### src/rtl/cpu_pkg.sv
// Shared types and constants for the fetch / next-PC stage.
package cpu_pkg;

    localparam int unsigned INSTR_BYTES      = 4;
    localparam logic [31:0] RESET_VECTOR_DEF = 32'h0000_0000;
    localparam logic [31:0] TRAP_VECTOR_DEF  = 32'h0000_0100;

    typedef enum logic [1:0] {
        ST_BOOT  = 2'd0,
        ST_FETCH = 2'd1,
        ST_EXEC  = 2'd2,
        ST_TRAP  = 2'd3
    } fetch_state_e;

    // A control-flow target is misaligned when it is not on a word boundary.
    function automatic logic is_misaligned(input logic [1:0] lsbs);
        return (lsbs != 2'b00);
    endfunction

endpackage

### src/rtl/next_pc_sel.sv
// Next-PC selection: priority mux of JALR / JAL / taken branch / sequential,
// plus misaligned-redirect detection. Purely combinational.
module next_pc_sel
    import cpu_pkg::*;
#(
    parameter int XLEN = 32
) (
    input  logic [XLEN-1:0] i_pc,
    input  logic [XLEN-1:0] i_imm,
    input  logic [XLEN-1:0] i_rs1_val,
    input  logic            i_branch_en,
    input  logic            i_branch_taken,
    input  logic            i_jal_en,
    input  logic            i_jalr_en,
    output logic [XLEN-1:0] o_next_pc,
    output logic [XLEN-1:0] o_pc_plus4,
    output logic            o_misalign
);

    logic [XLEN-1:0] w_pc_plus4;
    logic [XLEN-1:0] w_pc_rel;
    logic [XLEN-1:0] w_jalr_sum;
    logic [XLEN-1:0] w_jalr_tgt;
    logic [XLEN-1:0] w_target;
    logic            w_redirect;

    // All sums wrap modulo 2^XLEN by construction of the operand width.
    assign w_pc_plus4 = i_pc + XLEN'(INSTR_BYTES);
    assign w_pc_rel   = i_pc + i_imm;
    assign w_jalr_sum = i_rs1_val + i_imm;
    assign w_jalr_tgt = {w_jalr_sum[XLEN-1:1], 1'b0};

    // Priority select of the next PC; only redirects are alignment-checked.
    always_comb begin
        w_target   = w_pc_plus4;
        w_redirect = 1'b0;
        if (i_jalr_en) begin
            w_target   = w_jalr_tgt;
            w_redirect = 1'b1;
        end else if (i_jal_en) begin
            w_target   = w_pc_rel;
            w_redirect = 1'b1;
        end else if (i_branch_en && i_branch_taken) begin
            w_target   = w_pc_rel;
            w_redirect = 1'b1;
        end else begin
            w_target   = w_pc_plus4;
            w_redirect = 1'b0;
        end
    end

    assign o_next_pc  = w_target;
    assign o_pc_plus4 = w_pc_plus4;
    assign o_misalign = w_redirect && is_misaligned(w_target[1:0]);

endmodule

### src/rtl/fetch_pc_ctrl.sv
// Program counter, fetch handshake sequencing and misaligned-target trap.
// Optional branch statistics counters are enabled by defining BRANCH_STATS_EN.
module fetch_pc_ctrl
    import cpu_pkg::*;
#(
    parameter int              XLEN         = 32,
    parameter logic [XLEN-1:0] RESET_VECTOR = XLEN'(RESET_VECTOR_DEF),
    parameter logic [XLEN-1:0] TRAP_VECTOR  = XLEN'(TRAP_VECTOR_DEF)
) (
    input  logic            clk,
    input  logic            rst_n,
    input  logic            branch_en,
    input  logic            branch_taken,
    input  logic            jal_en,
    input  logic            jalr_en,
    input  logic [XLEN-1:0] imm,
    input  logic [XLEN-1:0] rs1_val,
    input  logic            stall,
    output logic            imem_req,
    output logic [XLEN-1:0] imem_addr,
    input  logic            imem_rdy,
    output logic [XLEN-1:0] pc,
    output logic [XLEN-1:0] pc_plus4,
    output logic            instr_valid,
    output logic            misalign_trap,
    output logic [XLEN-1:0] trap_pc,
    output logic [31:0]     branch_cnt,
    output logic [31:0]     taken_cnt
);

    fetch_state_e    r_state;
    fetch_state_e    w_state_nxt;
    logic [XLEN-1:0] r_pc;
    logic [XLEN-1:0] w_pc_nxt;
    logic [XLEN-1:0] r_trap_pc;
    logic [XLEN-1:0] w_trap_pc_nxt;
    logic            r_imem_req;
    logic            r_instr_valid;
    logic            r_misalign_trap;
    logic [XLEN-1:0] w_next_pc;
    logic [XLEN-1:0] w_pc_plus4;
    logic            w_misalign;

    next_pc_sel #(
        .XLEN (XLEN)
    ) u_next_pc_sel (
        .i_pc           (r_pc),
        .i_imm          (imm),
        .i_rs1_val      (rs1_val),
        .i_branch_en    (branch_en),
        .i_branch_taken (branch_taken),
        .i_jal_en       (jal_en),
        .i_jalr_en      (jalr_en),
        .o_next_pc      (w_next_pc),
        .o_pc_plus4     (w_pc_plus4),
        .o_misalign     (w_misalign)
    );

    // Next-state, next-PC and trap-capture decode.
    always_comb begin
        w_state_nxt   = r_state;
        w_pc_nxt      = r_pc;
        w_trap_pc_nxt = r_trap_pc;
        case (r_state)
            ST_BOOT: begin
                w_state_nxt = ST_FETCH;
            end
            ST_FETCH: begin
                if (imem_rdy) begin
                    w_state_nxt = ST_EXEC;
                end else begin
                    w_state_nxt = ST_FETCH;
                end
            end
            ST_EXEC: begin
                if (stall) begin
                    w_state_nxt = ST_EXEC;
                end else if (w_misalign) begin
                    w_state_nxt   = ST_TRAP;
                    w_trap_pc_nxt = r_pc;
                end else begin
                    w_state_nxt = ST_FETCH;
                    w_pc_nxt    = w_next_pc;
                end
            end
            ST_TRAP: begin
                w_state_nxt = ST_FETCH;
                w_pc_nxt    = TRAP_VECTOR;
            end
            default: begin
                w_state_nxt = ST_BOOT;
                w_pc_nxt    = RESET_VECTOR;
            end
        endcase
    end

    // State, PC, trap PC and registered state-decoded outputs.
    always_ff @(posedge clk or negedge rst_n) begin
        if (!rst_n) begin
            r_state         <= ST_BOOT;
            r_pc            <= RESET_VECTOR;
            r_trap_pc       <= {XLEN{1'b0}};
            r_imem_req      <= 1'b0;
            r_instr_valid   <= 1'b0;
            r_misalign_trap <= 1'b0;
        end else begin
            r_state         <= w_state_nxt;
            r_pc            <= w_pc_nxt;
            r_trap_pc       <= w_trap_pc_nxt;
            r_imem_req      <= (w_state_nxt == ST_FETCH);
            r_instr_valid   <= (w_state_nxt == ST_EXEC);
            r_misalign_trap <= (w_state_nxt == ST_TRAP);
        end
    end

`ifdef BRANCH_STATS_EN
    logic [31:0] r_branch_cnt;
    logic [31:0] r_taken_cnt;
    logic        w_br_retire;

    assign w_br_retire = (r_state == ST_EXEC) && !stall && branch_en && !w_misalign;

    // Retired-branch statistics; both counters wrap naturally.
    always_ff @(posedge clk or negedge rst_n) begin
        if (!rst_n) begin
            r_branch_cnt <= 32'd0;
            r_taken_cnt  <= 32'd0;
        end else begin
            if (w_br_retire) begin
                r_branch_cnt <= r_branch_cnt + 32'd1;
            end else begin
                r_branch_cnt <= r_branch_cnt;
            end
            if (w_br_retire && branch_taken) begin
                r_taken_cnt <= r_taken_cnt + 32'd1;
            end else begin
                r_taken_cnt <= r_taken_cnt;
            end
        end
    end

    assign branch_cnt = r_branch_cnt;
    assign taken_cnt  = r_taken_cnt;
`else
    assign branch_cnt = 32'd0;
    assign taken_cnt  = 32'd0;
`endif

    assign pc            = r_pc;
    assign imem_addr     = r_pc;
    assign pc_plus4      = w_pc_plus4;
    assign imem_req      = r_imem_req;
    assign instr_valid   = r_instr_valid;
    assign misalign_trap = r_misalign_trap;
    assign trap_pc       = r_trap_pc;

endmodule

### config.mk
export PLATFORM = sky130hd
export DESIGN_NAME = fetch_pc_ctrl
export DESIGN_NICKNAME = d
export VERILOG_FILES = /design/src/rtl/cpu_pkg.sv /design/src/rtl/next_pc_sel.sv /design/src/rtl/fetch_pc_ctrl.sv
export SDC_FILE = /design/constraint.sdc
export NUM_CORES = 1
export LEC_CHECK = 0
export CELL_PAD_IN_SITES_DETAIL_PLACEMENT = 1
export CELL_PAD_IN_SITES_GLOBAL_PLACEMENT = 2
export CORE_AREA = 2 2 196 179
export CTS_BUF_LIST = sky130_fd_sc_hd__clkbuf_4
export DETAILED_ROUTE_END_ITERATION = 8
export DIE_AREA = 0 0 198 181
export PLACE_DENSITY = 0.82
export SYNTH_ARGS = -nofsm -noshare
export SYNTH_HDL_FRONTEND = slang
export SYNTH_HIERARCHICAL = 1
export SYNTH_SLANG_ARGS = --single-unit
### constraint.sdc
create_clock -name clk -period 3.1 [get_ports clk]
set_clock_uncertainty 0.05 [all_clocks]
set_input_delay 0.31 -clock clk [delete_from_list [all_inputs] [get_ports clk]]
set_output_delay 0.31 -clock clk [all_outputs]
set_load 0.005 [all_outputs]
==> metrics.yaml, run 1 <==
outcome:
  outcome: "finished, final reports clean"
timing:
  slew_viol_final: 0
  max_freq_mhz: 330
  hold_viol: 0
  setup_viol: 0
  fin_ws_ns: 0.0659
  worst_slew_pin_slew_ns: 0.920
  fin_crit_ns: 3.03
  slew_headroom_pct: 38.6
  period_share_pct: 97.9
  rsz0062_at_grt: "yes"
logic_synthesis:
  synthTopCellsByArea: "dfrtp_1 (21%), ha_1 (9.7%), buf_4 (8.8%)"
  yosysTopAreaCell: "dfrtp_1"
  synth_edf_count: 0
  syn_area_um2: 8380
  async_flop_share_pct: 100
  synth_commonest_cells: "nand2_1 (134), buf_4 (98), nand3_1 (88), dfrtp_1 (69), a21oi_1 (68)"
  synth.most_common_cell: "nand2_1"
  synthCells: 1053
  synth-seq-cells: 69
  synth.avg_cell_area_um2: 7.96
  yosys.cell_types.count: 76
  yosysWarnings: 6
  yosysTopAreaCellShare_pct: 20.6
  ys.flop_type: "dfrtp_1"
  ys_seq_area_share_pct: 20.6
cells_and_area:
  fin_nets: 1571
  finalInstanceArea_um2: 12600
  drive_gt1_share_pct: 24.8
  synthToLayoutAreaGrowth_pct: 50.3
route:
  via_per_inst: 4.80
  dr.pass1.iters: 5
  antenna_left: 0
  routedWlPerCell_um: 18.5
  drt_wl_total_um: 35200
  drt_iter0_markers: 394
  vias: 9111
  drc_errors: 0
placement:
  placed_area_um2: 12000
  gp_congestion: 0.899
  pre_cts_ws_ns: -0.567
  dp_hpwl_um: 29400
  io_buffers: 202
critical_path:
  crit_start: "imm[2]"
  cp-start-kind: "input port"
  cp_max_fo: 4
  reg2reg_depth: 13
  worstPathArrival_ns: 3.30
  reg2reg_setup_slack_ns: 0.10
  timing.rr.start: "imem_addr[5]$_DFFE_PN0P_"
  timing.rr.end: "imem_addr[28]$_DFFE_PN0P_"
  critPathKind: "in -> reg"
  end_kind: "flip-flop"
  critical_path_required_ns: 3.36
min_path:
  worstHoldEndpoint: "trap_pc[11]$_DFFE_PN0P_"
  hold_start: "trap_pc[11]$_DFFE_PN0P_"
  hold-path-cell-count: 1
  hold_class: "reg -> reg"
grt:
  grt_pass1_wl_um: 53300
  antenna_found_initial: 1
  grt_usage_pct: 19.0
  grt_pass1_vias: 9324
  overflow: 0
  grt_max_degree: 70
floorplan:
  io_pins: 267
  die_h_um: 181
  die_x_um: 198
  initial_core_util_pct: 24.9
  die_area_um2: 35800
  core_um2: 33700
  num_rows: 64
power:
  seqPwrFrac_pct: 19.9
  swShare_pct: 42.6
  p_comb_share_pct: 70.5
  intPower_mw: 4.52
  ir_drop_mv: 0.228
  switching_power_mw: 3.35
  power-per-cell-area_nw_per_um2: 624
  p_clk_share_pct: 9.6
  p_leak_nw: 6.17
clock_tree:
  cts_tree: "yes"
  h-tree-depth: 3
  clk_pin_slew_worst_paths_ns: 0.13
  clk_latency_ns: 0.42
  clockRootBuffer: "clkbuf_4"
  cts_made_buffers: 9
  clock-sinks: 69
  cts_buffer_depth: 2
flow_run:
  maxCapViolCount: 0
[worst max-delay path, cell delays in order]
cell and delay, ns:
clkdlybuf4s50_1 0.44, ha_1 0.37, nand4_1 0.17, a211oi_1 0.36, buf_4 0.18, o2111ai_1 0.24
nand4_1 0.19, a31oi_1 0.09, buf_4 0.16, mux2i_1 0.12, buf_4 0.14, a211oi_1 0.21
o21ai_1 0.12, nand2_1 0.10, nand3_1 0.09
[metrics by stage]
| stage | power (mW) | util (%) | std cells | hold slack [ns] | TNS (ns) |
|---|---|---|---|---|---|
| 2_1_floorplan | 4.14 | - | 1116 | -0.0356 | 0 |
| 3_3_place_gp | 6.76 | 35.5 | 1862 | 0.441 | -13.99 |
| 3_5_place_dp | 6.90 | 35.5 | 1862 | 0.446 | -14.70 |
| 4_1_cts | 7.81 | 36.8 | 1897 | 0.478 | 0 |
| 5_1_grt | 8.41 | 37.4 | 1900 | 0.493 | -0.129 |
| 6_report | 7.86 | 37.4 | 1900 | 0.472 | 0 |
[layout make-up]
class                           instances  area [um2]
Timing Repair Buffer                  449        3920
Sequential cell                        69        1740
Clock inverter                          7         114
Inverter                               23        86.3
Tap cell                              462         578
Clock buffer                            9        67.6
Fill cell                            4034       21100
Multi-Input combinational cell        880        6090
Antenna cell                            1        2.50
[sequential cells by signal, indices dropped and copies added (netlist names)]
signal / count
imem_addr: 32
imem_req: 1
misalign_trap: 1
r_state: 2
instr_valid: 1
trap_pc: 32
[worst max-delay path by stage]
stage	endpoint	slack (ns)	cells after the start
floorplan	imem_addr[31]$_DFFE_PN0P_	0.10	11
global placement	imem_addr[30]$_DFFE_PN0P_	-0.48	15
detailed placement	imem_addr[30]$_DFFE_PN0P_	-0.57	13
CTS	imem_addr[31]$_DFFE_PN0P_	0.01	11
global route	imem_addr[30]$_DFFE_PN0P_	-0.08	14
finish	imem_addr[23]$_DFFE_PN0P_	0.07	15
[routing by layer]
layer  wire length [um]  part of all wire, %  vias to the layer above  global-route usage [%]
met4                508                  1.4                        0                    3.97
met1              17100                   49                     4469                    26.7
met5                  0                    0                        -                       0
met3               1110                  3.1                       26                    1.21
li1                   -                    -                     4394                       -
met2              16500                   47                      222                    31.9
[timing repair]
action	CTS	global route
buffers inserted	18	2
hold buffers	1	0
setup endpoints to repair	23	39
hold endpoints to repair	69	0
gates resized for setup	40	32
gates cloned	0	0
pin swaps	17	17
[power groups by stage]
stage | Clock, mW | Sequential, mW | Combinational, mW
after floorplan | 0 | 1.59 | 2.55
after global placement | 0 | 1.55 | 5.20
after detailed placement | 0 | 1.58 | 5.32
after CTS | 0.792 | 1.55 | 5.47
after global routing | 0.814 | 1.60 | 5.99
final | 0.755 | 1.56 | 5.55
[logic make-up after synthesis]
| logic type | after synthesis | synth area share, % |
|---|---|---|
| simple gates | 377 | 21.6 |
| xor+xnor | 73 | 7.63 |
| compound gates | 257 | 20.2 |
| other cells | 1 | 0.0447 |
| buf+inv | 167 | 12.8 |
| fa+ha+maj | 67 | 10.2 |
| flops | 69 | 20.6 |
| mux | 42 | 6.87 |
[layout by cell type, fill, tap and decap left out, types with 7 or more instances in the layout]
master             n
mux2_4            30
o211ai_1           7
inv_1             23
a21oi_1           61
and2_1             9
buf_4            242
o21ai_1           20
dlygate4sd2_1     13
xnor2_2           11
xnor2_1           27
mux2i_1            8
nand4_1           17
nand2_1          134
a211oi_1          21
clkdlybuf4s50_1  183
nand3_1           88
conb_1            64
dfrtp_2            7
ha_1              61
o21ai_0           30
and3_1            16
nand2b_1          10
dfrtp_1           62
nor2_1            51
a21o_1            36
xor2_1            33
a31oi_1           12
or3_1              7
clkbuf_4           9
nor3_1            12
(Power assumes the default switching activity.)
==> inputs of run 2 (changes only) <==
- GPL_ROUTABILITY_DRIVEN: unset -> 1
==> results of run 2 <==
The final DEF is identical to that of run 1; final timing and power are the same.
==> inputs of run 3 (changes only) <==
- CAP_MARGIN: unset -> 25
- CORE_AREA: 2 2 196 179 -> 2 2 192 175
- DIE_AREA: 0 0 198 181 -> 0 0 194 177
- PLACE_DENSITY: 0.82 -> 0.8
- SYNTH_HIERARCHICAL: 1 -> unset
==> run 3 against run 2 <==
Net effect:
- global-route usage decreased by 1.1 points
- non-clock buffer count is 52 lower
- combinational power is 10% higher
- critical endpoint is now imem_addr[24]$_DFFE_PN0P_
- clock-buffer cell count is 2 higher
- routed wire length fell by 9.7%
==> metrics.yaml, run 3 <==
timing:
  setup_viol: 0
  fin_crit_ns: 3.01
  period_share_pct: 97.1
  rsz0062_at_grt: "no"
  fin_ws_ns: 0.0889
  fin_tns_setup_ns: 0
  slew_viol_final: 0
  hold_viol: 0
  slew_headroom_pct: 58.5
  worst_slew_pin_slew_ns: 0.614
  fin_hold_ws_ns: 0.149
  max_freq_mhz: 332
floorplan:
  core_um2: 32500
  io_pins: 267
  die_h_um: 177
  num_rows: 63
  die_x_um: 194
  die_area_um2: 34300
  initial_core_util_pct: 23.7
logic_synthesis:
  synthTopCellsByArea: "dfrtp_1 (22%), ha_1 (11%), buf_4 (9.7%)"
  synth_xor_area_share_pct: 8.66
  yosys.cell_types.count: 80
  synthAdderAreaFrac_pct: 11.1
  synth_compound_area_share_pct: 23.4
  yosysTopAreaCell: "dfrtp_1"
  synth.most_common_cell: "buf_4"
  synth_edf_count: 0
  yosysWarnings: 0
  synthMuxAreaShare_pct: 6.01
  syn_area_um2: 7690
  synth.avg_cell_area_um2: 8.41
  synth_commonest_cells: "buf_4 (99), nand2_1 (77), dfrtp_1 (69), a21oi_1 (68), ha_1 (65)"
  yosys.area_share.simple_pct: 16.3
  synth_top_family_by_area: "compound AO/OA/AOI/OAI gates"
  synth-seq-cells: 69
  ys.flop_type: "dfrtp_1"
  async_flop_share_pct: 100
  yosysTopAreaCellShare_pct: 22.5
  ys_seq_area_share_pct: 22.5
  synthCells: 914
grt:
  grt_max_degree: 70
  grt_usage_pct: 17.9
  antenna_found_initial: 1
  grt_pass1_vias: 8266
  overflow: 0
  grt_pass1_wl_um: 48400
cells_and_area:
  nFillCells: 3878
  mostFrequentLayoutCells: "buf_4 (192), clkdlybuf4s50_1 (191), nand2_1 (76), a21oi_1 (67)"
  fin_nets: 1400
  drive_gt1_share_pct: 23.5
  final_common_cell: "buf_4"
  synthToLayoutAreaGrowth_pct: 49.3
  stdcell_count: 1689
  postLayoutCoreUtil_pct: 35.3
clock_tree:
  cts_tree: "yes"
  cts_buffer_depth: 2
  h-tree-depth: 3
  clk_pin_slew_worst_paths_ns: 0.14
  clk_latency_ns: 0.45
  clockRootBuffer: "clkbuf_4"
  clock-sinks: 69
  cts_made_buffers: 9
power:
  ir_drop_mv: 0.355
  power-per-cell-area_nw_per_um2: 753
  p_leak_nw: 5.43
critical_path:
  critPathKind: "reg -> reg"
  slowest_delay_ns: 0.43
  crit_chain: "ha_1, fa_2, a21o_1, a21oi_4, o21bai_4, o311a_1, o31ai_2, a21oi_1, mux2_4, a211o_1"
  reg2reg_depth: 10
  slowest_stage: "dfrtp_1"
  cp_top_family: "compound AO/OA/AOI/OAI gates"
  timing.rr.end: "imem_addr[24]$_DFFE_PN0P_"
  crit_buf_inv: 0
  reg2reg_setup_slack_ns: 0.09
  critical_path_required_ns: 3.40
  end_kind: "flip-flop"
  worstPathArrival_ns: 3.31
  cp_max_fo: 2
  cp-start-kind: "flip-flop"
  timing.rr.start: "imem_addr[0]$_DFFE_PN0P_"
route:
  drt_wl_total_um: 31800
  routedWlPerCell_um: 18.8
  drc_errors: 0
  via_per_inst: 4.79
  antenna_left: 0
  vias: 8086
  drt_iter0_markers: 369
  dr.pass1.iters: 5
flow_run:
  maxCapViolCount: 0
placement:
  pre_cts_ws_ns: -0.474
  dp_hpwl_um: 26700
  place_inst: 1658
  gp_congestion: 0.849
  io_buffers: 202
min_path:
  hold_class: "in -> async"
outcome:
  outcome: "finished, final reports clean"
[run 3: what timing repair did]
item	CTS	global route
endpoints found under the hold margin	61	0
hold buffers	1	0
pin swaps	5	6
setup endpoints to repair	20	20
gates cloned	0	0
resized for setup	27	20
setup buffers	7	5
[run 3: how the worst max path moves through the flow]
stage	startpoint	to	cells after the start
after floorplan	imem_addr[0]$_DFFE_PN0P_	imem_addr[24]$_DFFE_PN0P_	10
after global placement	imm[0]	imem_addr[24]$_DFFE_PN0P_	11
after detailed placement	imm[0]	imem_addr[24]$_DFFE_PN0P_	11
after CTS	imem_addr[19]$_DFFE_PN0P_	pc_plus4[22]	5
after global routing	imem_addr[2]$_DFFE_PN0P_	pc_plus4[30]	7
final	imem_addr[0]$_DFFE_PN0P_	imem_addr[24]$_DFFE_PN0P_	10
[run 3: area by class of cell]
class                      instances  area, um2  share of cell area (%)
sequential                        69       1740                    15.2
clock inverter                     5       85.1                   0.741
inverter                          21       78.8                   0.687
antenna                            1       2.50                  0.0218
multi-input combinational        763       5410                    47.2
clock buffer                      11       82.6                   0.720
timing repair buffer             397       3540                    30.9
tap                              422        528                    4.60
[run 3: logic make-up (layout without fill, tap and decap cells)]
family | Yosys count | count (layout)
AO/OA/AOI/OAI | 262 | 262
XOR/XNOR | 76 | 76
adder cells (fa/ha/maj) | 67 | 67
buffers and inverters | 145 | 434
flip-flops | 69 | 69
multiplexers | 42 | 42
other | 1 | 65
AND/OR/NAND/NOR | 252 | 252
[run 3: per-layer routing]
metal / GRT usage [%] / vias to the layer above / share of wire (%)
met4: 3.47 / 0 / 1.2
met1: 26.4 / 3973 / 51
met5: 0 / - / 0
li1: - / 3897 / -
met2: 29.0 / 199 / 45
met3: 1.12 / 17 / 3.4
[run 3: per-stage QoR]
| stage | instance area, um2 | total power, mW |
|---|---|---|
| finish | 11500 | 8.64 |
| global route | 11500 | 9.28 |
| CTS | 11300 | 8.61 |
| detailed placement | 11000 | 7.76 |
| global placement | 11000 | 7.65 |
| floorplan | 7920 | 4.57 |
[run 3: worst register-to-register path, stage by stage, from the launching register on]
cell	delay, ns
dfrtp_1	0.43
ha_1	0.22
fa_2	0.36
a21o_1	0.23
a21oi_4	0.18
o21bai_4	0.10
o311a_1	0.40
o31ai_2	0.25
a21oi_1	0.14
mux2_4	0.31
a211o_1	0.23
[run 3: power by group]
group	leakage, nW	switching [mW]	internal [mW]	total (mW)
combinational	4.43	2.81	3.30	6.11
sequential	0.914	0.515	1.30	1.82
clock	0.0873	0.365	0.348	0.713
